**src/rtl/dense_layer_pkg.sv**
```systemverilog
// dense_layer_pkg
// Shared definitions for the sequential dense-layer controller:
//   - DEFAULT_IN_DIM / DEFAULT_OUT_DIM : default vector length and neuron count
//   - state_t                          : controller state encoding
package dense_layer_pkg;

    localparam int DEFAULT_IN_DIM  = 16;
    localparam int DEFAULT_OUT_DIM = 4;

    typedef enum logic [2:0] {
        ST_IDLE,
        ST_CLEAR,
        ST_RUN,
        ST_DRAIN,
        ST_WRITE,
        ST_DONE
    } state_t;

endpackage

```
**src/rtl/dense_layer_seq.sv**
```systemverilog
// dense_layer_seq
// Sequences an external MAC through one dense layer: for every output neuron it
// clears the accumulator, streams IN_DIM operand pairs from the x/w memories,
// waits out the read latency and writes the accumulated result.
// Ports:
//   clk, rst          : clock, synchronous active-high reset
//   start             : run launch on rising edge (IDLE/DONE only)
//   debug_rst_local   : synchronous abort back to IDLE
//   rd_en             : operand read strobe (1-cycle memory latency)
//   x_addr, w_addr    : input-vector and weight indices
//   mac_clr, mac_en   : accumulator clear / accumulate enables
//   acc_in            : accumulator value from the MAC
//   y_we, y_addr      : result write strobe and neuron index
//   output_y0         : captured result of neuron 0
//   debug_counter     : RUN-cycle count of current/last run (saturating)
//   start_time        : cycle-counter snapshot at launch
//   end_time          : cycle-counter value in the cycle all_done rises
//   all_done          : run complete, held until next launch or abort
module dense_layer_seq
    import dense_layer_pkg::*;
#(
    parameter int IN_DIM  = DEFAULT_IN_DIM,
    parameter int OUT_DIM = DEFAULT_OUT_DIM,
    localparam int XW = (IN_DIM > 1) ? $clog2(IN_DIM) : 1,
    localparam int WW = (IN_DIM * OUT_DIM > 1) ? $clog2(IN_DIM * OUT_DIM) : 1,
    localparam int YW = (OUT_DIM > 1) ? $clog2(OUT_DIM) : 1
) (
    input  logic                 clk,
    input  logic                 rst,
    input  logic                 start,
    input  logic                 debug_rst_local,
    output logic                 rd_en,
    output logic [XW-1:0]        x_addr,
    output logic [WW-1:0]        w_addr,
    output logic                 mac_clr,
    output logic                 mac_en,
    input  logic signed [31:0]   acc_in,
    output logic                 y_we,
    output logic [YW-1:0]        y_addr,
    output logic signed [31:0]   output_y0,
    output logic [31:0]          debug_counter,
    output logic [63:0]          start_time,
    output logic [63:0]          end_time,
    output logic                 all_done
);

    state_t         state;
    state_t         state_next;
    logic           start_q;
    logic [XW-1:0]  i_idx;
    logic [YW-1:0]  o_idx;
    logic [63:0]    cycle_cnt;
    logic           launch;
    logic           last_in;
    logic           last_out;

    // A launch needs a fresh rising edge of start and a controller at rest;
    // edges seen mid-run are simply dropped.
    assign launch   = start && !start_q && (state == ST_IDLE || state == ST_DONE);
    assign last_in  = (i_idx == XW'(IN_DIM - 1));
    assign last_out = (o_idx == YW'(OUT_DIM - 1));

    // State register.
    always_ff @(posedge clk) begin
        if (rst) begin
            state <= ST_IDLE;
        end else begin
            state <= state_next;
        end
    end

    // Next-state logic; the abort overrides every transition including launch.
    always_comb begin
        state_next = state;
        case (state)
            ST_IDLE:  if (launch) state_next = ST_CLEAR;
            ST_CLEAR: state_next = ST_RUN;
            ST_RUN:   if (last_in) state_next = ST_DRAIN;
            ST_DRAIN: state_next = ST_WRITE;
            ST_WRITE: state_next = last_out ? ST_DONE : ST_CLEAR;
            ST_DONE:  if (launch) state_next = ST_CLEAR;
            default:  state_next = ST_IDLE;
        endcase
        if (debug_rst_local) begin
            state_next = ST_IDLE;
        end
    end

    // Strobes and addresses are pure decodes of the state and indices.
    always_comb begin
        rd_en   = (state == ST_RUN);
        mac_clr = (state == ST_CLEAR);
        y_we    = (state == ST_WRITE);
        x_addr  = i_idx;
        w_addr  = WW'(o_idx) * WW'(IN_DIM) + WW'(i_idx);
        y_addr  = o_idx;
    end

    // Datapath: indices, counters, timestamps and captured results.
    // end_time takes cycle_cnt+1 so it holds the counter value of the cycle in
    // which all_done is first visible, matching how start_time is taken.
    always_ff @(posedge clk) begin
        if (rst) begin
            start_q       <= 1'b0;
            cycle_cnt     <= '0;
            mac_en        <= 1'b0;
            i_idx         <= '0;
            o_idx         <= '0;
            all_done      <= 1'b0;
            debug_counter <= '0;
            start_time    <= '0;
            end_time      <= '0;
            output_y0     <= '0;
        end else begin
            start_q   <= start;
            cycle_cnt <= cycle_cnt + 64'd1;
            mac_en    <= rd_en;
            if (debug_rst_local) begin
                mac_en        <= 1'b0;
                i_idx         <= '0;
                o_idx         <= '0;
                all_done      <= 1'b0;
                debug_counter <= '0;
            end else begin
                if (launch) begin
                    o_idx         <= '0;
                    all_done      <= 1'b0;
                    debug_counter <= '0;
                    start_time    <= cycle_cnt;
                end
                case (state)
                    ST_CLEAR: i_idx <= '0;
                    ST_RUN: begin
                        if (!last_in) begin
                            i_idx <= i_idx + XW'(1);
                        end
                        if (debug_counter != 32'hFFFF_FFFF) begin
                            debug_counter <= debug_counter + 32'd1;
                        end
                    end
                    ST_WRITE: begin
                        if (o_idx == '0) begin
                            output_y0 <= acc_in;
                        end
                        if (last_out) begin
                            all_done <= 1'b1;
                            end_time <= cycle_cnt + 64'd1;
                        end else begin
                            o_idx <= o_idx + YW'(1);
                        end
                    end
                    default: ;
                endcase
            end
        end
    end

endmodule

```
**config.mk**
```make
export PLATFORM = sky130hd
export DESIGN_NAME = dense_layer_seq
export DESIGN_NICKNAME = d
export VERILOG_FILES = /design/src/rtl/dense_layer_pkg.sv /design/src/rtl/dense_layer_seq.sv
export SDC_FILE = /design/constraint.sdc
export NUM_CORES = 1
export LEC_CHECK = 0
export BUFFER_PORTS_ARGS = -buffer_cell sky130_fd_sc_hd__buf_2
export CORE_MARGIN = 2
export CORE_UTILIZATION = 50
export CTS_CLUSTER_DIAMETER = 30
export DETAILED_ROUTE_END_ITERATION = 10
export GPL_ROUTABILITY_DRIVEN = 0
export PLACE_DENSITY = 0.75
export SLEW_MARGIN = 20
export SYNTH_ARGS = -nofsm -noshare
export SYNTH_HDL_FRONTEND = slang
export SYNTH_SLANG_ARGS = --single-unit
export TNS_END_PERCENT = 1
```
**constraint.sdc**
```tcl
create_clock -name clk -period 4.75 [get_ports clk]
set_clock_uncertainty 0.05 [all_clocks]
set_input_delay 1.425 -clock clk [delete_from_list [all_inputs] [get_ports clk]]
set_output_delay 1.425 -clock clk [all_outputs]
set_load 0.01 [all_outputs]
```
# Word level (Yosys, flattened, before mapping)
# Index checks and enable logic that the tools add are counted.
# word_totals
ramBits	0
n_memories	0
latchBits	0
regBits	268
input_bits	36
mem_bits_ro	0
wordCells	57
# op_classes
addsub	5
bitwise_logic	1
shifts	0
order_cmp	0
muxes	15
n_eq_ne	11
n_div	0
reduce_logical	14
multipliers	0
# ops
cell	n
2-to-1 mux 32 bit	3
adder 64 x 1 -> 64 bit, second input constant	1
adder 32 x 1 -> 32 bit, second input constant	1
inequality test 32 bit, second input constant	1
one-hot mux 3 bit (5 select lines)	1
2-to-1 mux 3 bit	3
one-hot mux 4 bit (2 select lines)	1
adder 6 x 4 -> 6 bit	1
equality test 3 x 2 -> 1 bit, second input constant	2
equality test 3 bit, second input constant	2
2-to-1 mux 2 bit	3
AND reduction 2 bit	3
AND reduction 3 bit	2
adder 4 x 1 -> 4 bit, second input constant	1
equality test 4 bit, second input constant	1
2-to-1 mux 4 bit	1
inequality test 2 x 1 -> 1 bit, second input constant	2
OR reduction 2 bit	2
equality test 3 x 1 -> 1 bit, second input constant	1
zero test 3 bit	1
2-to-1 mux 1 bit	3
adder 2 x 1 -> 2 bit, second input constant	1
equality test 2 bit, second input constant	1
logical AND 1 bit	2
other kinds (6)	6

# Logic depth before layout (Yosys ltp)
# logic_depth
depth_word	6
depth_mapped	8

# Worst setup path after synthesis
# No wires, ideal clock.
# synth_path
kind	reg2out
from	reg state[1]
to	out rd_en
path_stages_with_launch	5
arrival_ns	1.464
slack_ns	1.811
path_cell_list	dfxtp_1 > clkbuf_1 > or3b_2 > clkinv_1 > clkbuf_1
# synth_between
elab_chain_cells	1
# synth_lines
element	line	source
start, declared	dense_layer_seq.sv:47	state_t state;
start signal, assigned	dense_layer_seq.sv:68	state <= state_next;
equality test 3 x 2 -> 1 bit	dense_layer_seq.sv:91	rd_en = (state == ST_RUN);
end, declared	dense_layer_seq.sv:32	output logic rd_en,
# Every way passes these cells.

# Final worst setup path
# layout_path
from	reg state[0]
to	out rd_en
# The elaborated chain is that of the path after synthesis.

==> flow_summary.html <==
<table>
<tr><th>Metric</th><th>Value</th></tr>
<tr><th colspan="2">Clock network</th></tr>
<tr><td>Total of hold buffers inserted after clock tree synthesis</td><td>0</td></tr>
<tr><td>Deepest clock path buffer count</td><td>3</td></tr>
<tr><td>CTS H-Tree Depth</td><td>2</td></tr>
<tr><td>Total clock buffers created by CTS</td><td>54</td></tr>
<tr><td>CTS tree</td><td>built</td></tr>
<tr><td>Post-CTS repair timing setup buffer count</td><td>0</td></tr>
<tr><td>CTS resizes</td><td>0</td></tr>
<tr><td>Insertion delay of the later-clocked pin in the worst-skew pair</td><td>0.54 ns</td></tr>
<tr><td>Reg clk slew, reported paths</td><td>0.05 ns</td></tr>
<tr><td>Clock net sink count</td><td>268</td></tr>
<tr><td>Root Buffer Master</td><td>clkbuf_16</td></tr>
<tr><th colspan="2">Logic synthesis</th></tr>
<tr><td>Post-synthesis simple-gate area fraction</td><td>27.17%</td></tr>
<tr><td>Post-synth EDFFs</td><td>0</td></tr>
<tr><td>Synth async-reset ratio</td><td>0%</td></tr>
<tr><td>Post-synthesis register bit count</td><td>268</td></tr>
<tr><td>Cell area after synthesis</td><td>10990 um^2</td></tr>
<tr><td>Library cell with the highest instance count after synthesis</td><td>dfxtp_1</td></tr>
<tr><td>Dominant synthesized flop cell</td><td>dfxtp_1</td></tr>
<tr><td>Fraction of synthesized cell area taken by the top area cell type</td><td>48.82%</td></tr>
<tr><td>Post-synthesis compound-gate area fraction</td><td>15.18%</td></tr>
<tr><td>Most common library cells after synthesis</td><td>268 x dfxtp_1, 237 x nand2_1, 144 x nor2_1</td></tr>
<tr><td>Area contributors post-synth</td><td>dfxtp_1 49%, nand2_1 8.1%, a21oi_1 6.4%, nor2_1 4.9%, a211oi_1 3.3%</td></tr>
<tr><td>Number of instances in the synthesized netlist</td><td>1324</td></tr>
<tr><td>Library cells used by synthesis</td><td>58</td></tr>
<tr><td>Largest family of logic cells by synthesized area</td><td>simple AND/OR/NAND/NOR gates</td></tr>
<tr><td>Share of synthesized area occupied by flip-flops and latches</td><td>48.82%</td></tr>
<tr><td>Synthesized Nets</td><td>1365</td></tr>
<tr><td>Dominant cell type by area after synthesis</td><td>dfxtp_1</td></tr>
<tr><td>Number of warnings printed during yosys synthesis</td><td>0</td></tr>
<tr><td>Synthesized area per cell</td><td>8.300 um^2</td></tr>
<tr><td>Xor and xnor area share after synthesis</td><td>3.746%</td></tr>
<tr><td>Adder-Cell Fraction of Synth Area</td><td>0.5693%</td></tr>
<tr><td>Post-synthesis mux area share</td><td>0.6376%</td></tr>
<tr><th colspan="2">STA</th></tr>
<tr><td>Max Transition Viols Final</td><td>0</td></tr>
<tr><td>Shortest clock period the worst path allows after layout</td><td>3.834 ns</td></tr>
<tr><td>Highest clock frequency the design can meet</td><td>0.2608 GHz</td></tr>
<tr><td>Normalized max-slew margin</td><td>27.45%</td></tr>
<tr><td>Final worst setup slack</td><td>0.9159 ns</td></tr>
<tr><td>Final count of negative-setup-slack endpoints</td><td>0</td></tr>
<tr><td>Actual slew at the worst max-slew pin</td><td>1.088 ns</td></tr>
<tr><td>Final period utilization</td><td>80.72%</td></tr>
<tr><td>Setup TNS Final</td><td>0 ns</td></tr>
<tr><td>Number of failing hold endpoints at the final stage</td><td>0</td></tr>
<tr><td>Worst slack on hold paths</td><td>0.3994 ns</td></tr>
<tr><td>Unrepaired setup endpoints after global routing</td><td>false</td></tr>
<tr><th colspan="2">Power and ir drop</th></tr>
<tr><td>Internal Pwr Total</td><td>4.998 mW</td></tr>
<tr><td>Power per cell area</td><td>441.1 nW/um^2</td></tr>
<tr><td>Net switching fraction of the power</td><td>20.84%</td></tr>
<tr><td>Static leakage</td><td>5.552 nW</td></tr>
<tr><td>Clock power share</td><td>62.6%</td></tr>
<tr><td>Overall power</td><td>6.314 mW</td></tr>
<tr><td>Power spent charging and discharging nets</td><td>1.316 mW</td></tr>
<tr><td>Share of power burned in combinational logic</td><td>1.6%</td></tr>
<tr><td>Maximum vdd drop</td><td>0.2524 mV</td></tr>
<tr><td>Seq pwr share</td><td>35.8%</td></tr>
<tr><th colspan="2">Finish</th></tr>
<tr><td>Layout net count</td><td>1590</td></tr>
<tr><td>Layout Area Growth over Synthesis</td><td>30.25%</td></tr>
<tr><td>Footprint of the multi-input gates</td><td>5223 um^2</td></tr>
<tr><td>Fraction of final layout cells with drive strength greater than 1</td><td>23.53%</td></tr>
<tr><td>Number of standard cells in the layout, taps in and fillers out</td><td>1874</td></tr>
<tr><td>Diode count</td><td>0</td></tr>
<tr><td>Share of the core filled with cells in the final layout</td><td>66.00%</td></tr>
<tr><td>FF/Latch Area</td><td>5365 um^2</td></tr>
<tr><td>Summed area of non-filler cells in the final layout</td><td>14310 um^2</td></tr>
<tr><td>Number of filler cells placed in the layout</td><td>1797</td></tr>
<tr><th colspan="2">Worst hold path</th></tr>
<tr><td>Hold endpoint</td><td>start_time[51]</td></tr>
<tr><td>Worst hold-check path type</td><td>reg2reg</td></tr>
<tr><td>Hold Path Cell Cnt</td><td>2</td></tr>
<tr><td>Hold Path Origin</td><td>start_time[51]</td></tr>
<tr><th colspan="2">Die</th></tr>
<tr><td>Number of top-level pins</td><td>245</td></tr>
<tr><td>Floorplan die area</td><td>23180 um^2</td></tr>
<tr><td>Width of the die</td><td>152.3 um</td></tr>
<tr><td>Floorplan core area</td><td>21690 um^2</td></tr>
<tr><td>Placement row count</td><td>54</td></tr>
<tr><td>Height of the chip</td><td>152.3 um</td></tr>
<tr><td>Effective utilization at floorplan</td><td>50.67%</td></tr>
<tr><th colspan="2">Critical path</th></tr>
<tr><td>Required arrival time at the worst endpoint</td><td>3.27 ns</td></tr>
<tr><td>Critical Path End Type</td><td>output pin</td></tr>
<tr><td>Critical-path top delay cell</td><td>clkinv_1</td></tr>
<tr><td>Sort of element at the start of the critical path</td><td>flip-flop</td></tr>
<tr><td>Cell count of the worst reg-to-reg path</td><td>5</td></tr>
<tr><td>Critical register-to-register path endpoint</td><td>end_time[41]</td></tr>
<tr><td>Largest driver fanout on the critical path</td><td>21</td></tr>
<tr><td>Register-to-register path setup slack</td><td>1.73 ns</td></tr>
<tr><td>Largest stage delay on the critical path</td><td>0.57 ns</td></tr>
<tr><td>Category of the most critical setup path</td><td>reg2out</td></tr>
<tr><td>CP Cell Sequence</td><td>or3b_2 -&gt; clkinv_1 -&gt; buf_2</td></tr>
<tr><td>Reg-to-reg startpoint</td><td>cycle_cnt[13]</td></tr>
<tr><td>Arr. time, crit path</td><td>2.36 ns</td></tr>
<tr><th colspan="2">Run</th></tr>
<tr><td>Maximum Capacitance Violations</td><td>0</td></tr>
<tr><th colspan="2">Detailed routing</th></tr>
<tr><td>First-pass detailed-route iteration total</td><td>7</td></tr>
<tr><td>Detail Route Antenna Nets</td><td>0</td></tr>
<tr><td>Drt via density</td><td>5.614</td></tr>
<tr><td>Average wire per standard cell</td><td>16.24 um</td></tr>
<tr><td>Routed Wire Length</td><td>30440 um</td></tr>
<tr><td>Number of DRC markers in iteration 0</td><td>761</td></tr>
<tr><td>DRC</td><td>0</td></tr>
<tr><td>Via total after detailed routing</td><td>10520</td></tr>
<tr><th colspan="2">GRT</th></tr>
<tr><td>Overall Global Routing Usage</td><td>24.91%</td></tr>
<tr><td>Via count of the first global-routing pass</td><td>9621</td></tr>
<tr><td>Largest net degree at the start of global routing</td><td>110</td></tr>
<tr><td>Wire length of the first global-routing pass</td><td>48800 um</td></tr>
<tr><td>Overflow after GRT</td><td>0</td></tr>
<tr><td>Initial antenna violation count</td><td>0</td></tr>
<tr><th colspan="2">Placement</th></tr>
<tr><td>Cell Area, Placed</td><td>12360 um^2</td></tr>
<tr><td>Estimated wirelength of the detail-placed design</td><td>20760 um</td></tr>
<tr><td>IO buf count</td><td>244</td></tr>
<tr><td>Cell Count Post-Placement</td><td>1773</td></tr>
<tr><td>Pre-CTS setup slack</td><td>1.266 ns</td></tr>
<tr><th colspan="2">Run status</th></tr>
<tr><td>Result of the run</td><td>completed</td></tr>
</table>
## cell type report
cell class | count | share of cell area (%)
clock inverter | 31 | 2.920
sequential | 268 | 37.48
clock buffer | 70 | 10.71
multi-input combinational | 950 | 36.49
timing repair buffer | 257 | 9.484
inverter | 18 | 0.4720
tap | 280 | 2.448
## flip-flops by register name, summed over array words and instances, names as in the netlist
register	count
mac_en	1
debug_counter	32
state	3
x_addr	4
start_time	64
end_time	64
all_done	1
y_addr	2
cycle_cnt	64
start_q	1
output_y0	32
## logic make-up (layout without fill, tap and decap cells)
family / after synthesis / in the layout
DFF: 268 / 268
and+or+nand+nor: 618 / 618
adders and majority gates: 5 / 5
buffers and inverters: 106 / 376
AOI/OAI and AO/OA: 273 / 273
xor gates and xnor gates: 47 / 47
muxes: 7 / 7
## placed cells by master (no fill, tap or decap), types with 4 or more instances in the layout
| master | n |
|---|---|
| a211oi_1 | 48 |
| a21oi_1 | 140 |
| a311oi_1 | 19 |
| and2_1 | 4 |
| and3_1 | 20 |
| and4_1 | 11 |
| buf_2 | 243 |
| buf_4 | 10 |
| bufinv_16 | 8 |
| clkbuf_1 | 5 |
| clkbuf_16 | 55 |
| clkbuf_8 | 10 |
| clkinv_2 | 5 |
| clkinv_4 | 6 |
| clkinvlp_4 | 6 |
| dfxtp_1 | 268 |
| ha_1 | 5 |
| inv_1 | 16 |
| inv_6 | 5 |
| mux2i_1 | 7 |
| nand2_1 | 237 |
| nand2b_1 | 5 |
| nand3_1 | 45 |
| nand4_1 | 46 |
| nor2_1 | 142 |
| nor3_1 | 21 |
| nor4_1 | 13 |
| nor4_2 | 4 |
| o211ai_1 | 8 |
| o21ai_0 | 28 |
| o31ai_1 | 12 |
| or2_2 | 4 |
| or3_1 | 22 |
| or4_1 | 17 |
| xnor2_1 | 21 |
| xor2_1 | 26 |
## how the worst max path moves through the flow
| stage | startpoint | end | slack [ns] | cells after the start |
|---|---|---|---|---|
| after floorplan | state[1] | rd_en | 1.81 | 4 |
| after detailed placement | start | start_time[36] | 1.27 | 7 |
| final | state[0] | rd_en | 0.92 | 3 |
| after CTS | state[0] | rd_en | 0.94 | 3 |
| after global placement | start | start_time[39] | 1.30 | 7 |
| after global routing | state[0] | rd_en | 0.76 | 3 |
## power by group through the flow
| stage | sequential [mW] | clock (mW) | combinational (mW) |
|---|---|---|---|
| floorplan | 2.30 | 0 | 0.0650 |
| global placement | 2.31 | 0 | 0.0999 |
| detailed placement | 2.31 | 0 | 0.100 |
| CTS | 2.26 | 3.99 | 0.101 |
| global route | 2.26 | 4.10 | 0.110 |
| finish | 2.26 | 3.95 | 0.0998 |
## routing by layer
metal | GRT usage [%] | part of all wire [%] | up-vias
li1 | - | - | 5159
met1 | 32.38 | 44 | 4913
met2 | 41.46 | 47 | 390
met3 | 5.290 | 6.6 | 58
met4 | 8.233 | 2.5 | 0
met5 | 0 | 0 | -
## worst max-delay path, delay by kind of cell (launching register included)
kind                   cells  cell delay [ns]
and+or+nand+nor            1             0.44
buffers and inverters      2             0.90
DFF                        1             0.47
Power figures use the tool's default switching activity.
